--- src/rtl/cpu_pkg.sv ---
// Shared types and constants for the fetch/PC slice of the core.
package cpu_pkg;

  typedef enum logic [2:0] {
    S_BOOT,
    S_REQ,
    S_WAIT,
    S_EXEC,
    S_HALT
  } fetch_state_t;

  // addi x0,x0,0
  localparam logic [31:0] NOP_INSTR        = 32'h0000_0013;
  localparam logic [31:0] DEFAULT_RESET_PC = 32'h0000_0000;

endpackage

--- src/rtl/next_pc_calc.sv ---
// Combinational next-PC selection for the instruction held in execute.
// Priority: jalr, then jal, then taken conditional branch, else sequential.
module next_pc_calc (
  input  logic [31:0] pc,
  input  logic [31:0] imm,
  input  logic [31:0] rs1_val,
  input  logic        taken,
  input  logic        is_branch,
  input  logic        is_jal,
  input  logic        is_jalr,
  output logic [31:0] next_pc,
  output logic        misaligned
);

  logic [31:0] jalr_target;

  assign jalr_target = rs1_val + imm;

  // Pick the target by decode priority; all sums wrap modulo 2^32.
  always_comb begin
    next_pc = pc + 32'd4;
    if (is_jalr) begin
      next_pc = {jalr_target[31:1], 1'b0};
    end else if (is_jal) begin
      next_pc = pc + imm;
    end else if (is_branch && taken) begin
      next_pc = pc + imm;
    end
  end

  assign misaligned = (next_pc[1:0] != 2'b00);

endmodule

--- src/rtl/fetch_pc_unit.sv ---
// Program counter owner: fetches one instruction at a time over the
// req/gnt/rvalid port, holds it for execute, then steers to the next PC.
module fetch_pc_unit #(
  parameter logic [31:0] RESET_PC  = cpu_pkg::DEFAULT_RESET_PC,
  parameter logic [31:0] NOP_INSTR = cpu_pkg::NOP_INSTR
) (
  input  logic        clk,
  input  logic        rst_n,
  output logic        imem_req,
  output logic [31:0] imem_addr,
  input  logic        imem_gnt,
  input  logic        imem_rvalid,
  input  logic [31:0] imem_rdata,
  output logic [31:0] instr,
  output logic        instr_valid,
  output logic [31:0] pc,
  output logic [31:0] pc_plus4,
  input  logic        exec_done,
  input  logic        taken,
  input  logic        is_branch,
  input  logic        is_jal,
  input  logic        is_jalr,
  input  logic [31:0] imm,
  input  logic [31:0] rs1_val,
  output logic        misalign
);

  import cpu_pkg::*;

  fetch_state_t state_q, state_d;
  logic [31:0]  pc_q, pc_d;
  logic [31:0]  instr_q, instr_d;
  logic [31:0]  next_pc;
  logic         next_misaligned;

  next_pc_calc u_next_pc_calc (
    .pc         (pc_q),
    .imm        (imm),
    .rs1_val    (rs1_val),
    .taken      (taken),
    .is_branch  (is_branch),
    .is_jal     (is_jal),
    .is_jalr    (is_jalr),
    .next_pc    (next_pc),
    .misaligned (next_misaligned)
  );

  // State, PC and instruction registers.
  always_ff @(posedge clk or negedge rst_n) begin
    if (!rst_n) begin
      state_q <= S_BOOT;
      pc_q    <= RESET_PC;
      instr_q <= NOP_INSTR;
    end else begin
      state_q <= state_d;
      pc_q    <= pc_d;
      instr_q <= instr_d;
    end
  end

  // Fetch sequencing and PC update; rvalid only matters in S_REQ (with gnt) and S_WAIT.
  always_comb begin
    state_d = state_q;
    pc_d    = pc_q;
    instr_d = instr_q;
    unique case (state_q)
      S_BOOT: state_d = S_REQ;
      S_REQ: begin
        if (imem_gnt) begin
          if (imem_rvalid) begin
            instr_d = imem_rdata;
            state_d = S_EXEC;
          end else begin
            state_d = S_WAIT;
          end
        end
      end
      S_WAIT: begin
        if (imem_rvalid) begin
          instr_d = imem_rdata;
          state_d = S_EXEC;
        end
      end
      S_EXEC: begin
        if (exec_done) begin
          instr_d = NOP_INSTR;
          if (next_misaligned) begin
            state_d = S_HALT;
          end else begin
            pc_d    = next_pc;
            state_d = S_REQ;
          end
        end
      end
      S_HALT: state_d = S_HALT;
      default: state_d = S_BOOT;
    endcase
  end

  // Valid and sticky-misalign flags are pure functions of the registered state.
  assign imem_req    = (state_q == S_REQ);
  assign imem_addr   = pc_q;
  assign instr       = instr_q;
  assign instr_valid = (state_q == S_EXEC);
  assign misalign    = (state_q == S_HALT);
  assign pc          = pc_q;
  assign pc_plus4    = pc_q + 32'd4;

endmodule

--- config.mk ---
export PLATFORM = sky130hd
export DESIGN_NAME = fetch_pc_unit
export DESIGN_NICKNAME = d
export VERILOG_FILES = /design/src/rtl/cpu_pkg.sv /design/src/rtl/next_pc_calc.sv /design/src/rtl/fetch_pc_unit.sv
export SDC_FILE = /design/constraint.sdc
export NUM_CORES = 1
export LEC_CHECK = 0
export CORE_UTILIZATION = 51
export DETAILED_ROUTE_END_ITERATION = 10
export PLACE_DENSITY_LB_ADDON = 0.12
export SYNTH_ARGS = -nofsm -noshare
export SYNTH_HDL_FRONTEND = slang
export SYNTH_SLANG_ARGS = --single-unit
--- constraint.sdc ---
create_clock -name clk -period 7.6 [get_ports clk]
set_input_delay 1.14 -clock clk [delete_from_list [all_inputs] [get_ports clk]]
set_output_delay 1.14 -clock clk [all_outputs]
set_load 0.02 [all_outputs]
==> metrics.md <==
| Metric | Value |
|---|---|
| Final Hold Vio Count | 0 |
| Sum Neg Setup Slack | 0 ns |
| Nets | 1,282 |
| Syn_nets | 1,099 |
| Yosys warnings | 0 |
| Status | finished, final reports clean |
| Post-synthesis sequential area ratio | 23.6% |
| WL met3 | 2020 um |
| Int Power | 1.93 mW |
| Final ANT Viol Nets | 0 |
| DRT met1 WL | 9310 um |
| Final Cycle Share | 60.6% |
| Synth cell types | 70 |
| Critical path capture point type | output port |
| First-pass GRT wire length | 35,800 um |
| Synth Register Bits | 67 |
| Mux contribution to synthesized area | 1.40% |
| Worst min-delay path category | register to register |
| Seq pwr share | 20.5% |
| Row count | 42 |
| Met2 wire length | 10,400 um |
| Compound-Gate Fraction of Synth Area | 27.4% |
| Final setup viols | 0 |
| Arr. time, crit path | 3.46 ns |
| Mapped Cells | 930 |
| Highest metal used | met4 |
| Async SR Flop Fraction | 100% |
| Crit path required time | 6.46 ns |
| Total GRT Usage | 31.2% |
| CTS tree | yes |
| Clk buf depth | 2 |
| Cell chain of the critical path | ha_1 -> nand4_1 -> nor3_1 -> nand3_1 -> nor2_1 -> nand3_1 -> xnor2_1 -> clkdlybuf4s50_1 |
| Sink Count | 67 |
| WL per Instance | 17.4 um |
| Power Density | 378 mW/mm2 |
| Min cycle time layout | 4.60 ns |
| CP Launch Type | register |
| Routability cong. | 0.993 |
| Leak Pwr | 4.29 nW |
| Detail Placement HPWL | 17,100 um |
| Core ar. | 0.0135 mm2 |
| Syn avg cell area | 7.67 um2 |
| Most frequent cell on the critical path | nand3_1 |
| Synthesized area | 0.00713 mm2 |
| Area growth, synth to finish | 36.0% |
| Worst slew margin | 37.1% |
| Hold Buf Count CTS | 0 |
| GRT overflow | 0 |
| Chip width | 120 um |
| Fin. max-slew vios | 0 |
| Initial DRT Pass Iterations | 5 |
| Post-synth EDFFs | 0 |
| Fmax | 217 MHz |
| Port Buffer Count | 235 |
| Slowest Stage Delay on Critical Path | 0.65 ns |
| DP Worst Slack | 3.25 ns |
| Total CTS buffers | 9 |
| Root buffer cell | clkbuf_16 |
| DR DRC count | 0 |
| Crit path max fanout | 7 |
| Bufs and invs on worst path | 1 |
| Net Sw Power | 1.74 mW |
| Synth Area in Simple Gates | 20.4% |
| Commonest cells after routing, fill and taps aside | 233 x clkdlybuf4s50_1, 138 x nand2_1, 74 x o21ai_0 |
| Vias in the first global route | 7,179 |
| Final Worst Setup Slack | 3.00 ns |
| Resized Gates After CTS | 0 |
| Ys flop type | dfrtp_1 |
| Layout cells sized above 1 | 3.67% |
| Main combinational cell family by area after synthesis | compound AO/OA/AOI/OAI gates |
| RSZ-0062 raised after global routing | false |
| Clk slew on worst S/H paths | 0.06 ns |
| # H-tree levels | 3 |
| Initial antenna violation count | 0 |
| Vias | 7,734 |
| Skew-Pair Late Insertion Delay | 0.34 ns |
| Clock power share | 12.9% |
| Sw Share | 47.4% |
| Leading cell type in the layout, fill and taps excluded | clkdlybuf4s50_1 |
| Delay-heaviest family, CP | simple AND/OR/NAND/NOR gates |
| Final worst clock skew | 0.00825 ns |
| Total wire length | 22,500 um |
| Largest net degree at the start of global routing | 68 |
| XOR/XNOR Fraction of Synth Area | 8.84% |
| Number of DRC markers in iteration 0 | 609 |
| Post-synthesis adder-cell area fraction | 11.4% |
| Starting Density | 53.0% |
| # diodes | 0 |
| Worst VDD drop | 0.000187 V |
| Number of max-cap violations | 0 |
| CP max stage cell | clkdlybuf4s50_1 |
| Critical path class | register to output port |
| Comb pwr share | 66.6% |
| Least-Margin Pin Slew | 0.943 ns |
| Total setup buffers inserted after CTS | 0 |
| DR vias/cell | 5.98 |
| Die area | 0.0145 mm2 |
| Die Y | 120 um |
| I/O pins | 236 |
==> cell type report <==
class                      count  area (um2)
clock buffer                  11         253
clock inverter                 5        83.8
fill                        1135        3750
inverter                      26        97.6
multi-input combinational    766        4960
sequential                    67        1680
tap                          176         220
timing repair buffer         243        2400
==> cells by family after synthesis <==
kind of cell	after synthesis
fa+ha+maj	64
buf+inv	97
mux	10
xor+xnor	72
flops	67
compound gates	301
simple gates	319
==> final timing paths <==
check | from | to | slack, ns | depth (start not counted)
worst min register to register | instr[21] | instr[21] | 0.48 | 2
worst max-delay path | imem_addr[3] | pc_plus4[18] | 3.00 | 8
max in group asynchronous | rst_n | instr[12] | 5.99 | 2
min in group asynchronous | rst_n | imem_addr[6] | 0.99 | 2
worst min-delay path | instr[21] | instr[21] | 0.48 | 2
worst max register to register | imem_addr[4] | imem_addr[23] | 4.37 | 10
==> per-layer routing <==
metal | GRT usage (%) | up-vias
met2 | 50.0 | 401
met5 | 0 | -
met3 | 6.46 | 55
li1 | - | 3714
met4 | 16.3 | 0
met1 | 39.5 | 3564
==> worst reg2reg max path, cell delays in order (launching register included) <==
cell and delay, ns:
dfrtp_1 0.50, ha_1 0.40, and2_1 0.17, a221oi_1 0.39, nand2_1 0.23, a22oi_1 0.21
nand3_1 0.20, o21a_1 0.29, o21a_1 0.20, o311a_1 0.34, o31ai_1 0.22
==> per-stage QoR <==
stage	hold slack [ns]	instance area (um2)	util (%)	std cells	power [mW]
floorplan	0.468	7130	-	930	2.28
global placement	0.461	9360	69.6	1278	3.14
detailed placement	0.471	9360	69.6	1278	3.17
CTS	0.483	9700	72.1	1294	3.66
global route	0.505	9700	72.1	1294	3.91
finish	0.477	9700	72.1	1294	3.67
==> power groups by stage <==
| stage | Sequential (mW) | Clock [mW] | Combinational, mW |
|---|---|---|---|
| 6_report | 0.752 | 0.474 | 2.44 |
| 5_1_grt | 0.777 | 0.498 | 2.63 |
| 4_1_cts | 0.750 | 0.481 | 2.43 |
| 3_5_place_dp | 0.755 | 0 | 2.42 |
| 3_3_place_gp | 0.752 | 0 | 2.39 |
| 2_1_floorplan | 0.874 | 0 | 1.41 |
==> flip-flops by register name, summed over array words and instances (netlist names) <==
name,flops
instr,32
state_q,3
imem_addr,32
==> cell usage after synthesis, drive strengths merged, types with 10 or more instances <==
master | count | area share [%]
nand2 | 138 | 7.3
o21ai | 76 | 5.4
a21oi | 73 | 5.2
dfrtp | 64 | 22
ha | 62 | 11
nor2 | 62 | 3.3
a21o | 39 | 4.1
xor2 | 38 | 4.7
buf | 37 | 3.7
clkbuf | 34 | 1.8
xnor2 | 34 | 4.2
nand3 | 32 | 2.2
inv | 26 | 1.4
a211oi | 20 | 2.1
a31oi | 17 | 1.5
nor3 | 17 | 1.2
and3 | 13 | 1.1
nand4 | 12 | 1.1
nand2b | 11 | 0.96
mux2i | 10 | 1.4
Note: power is estimated with default switching activity, not from simulation.
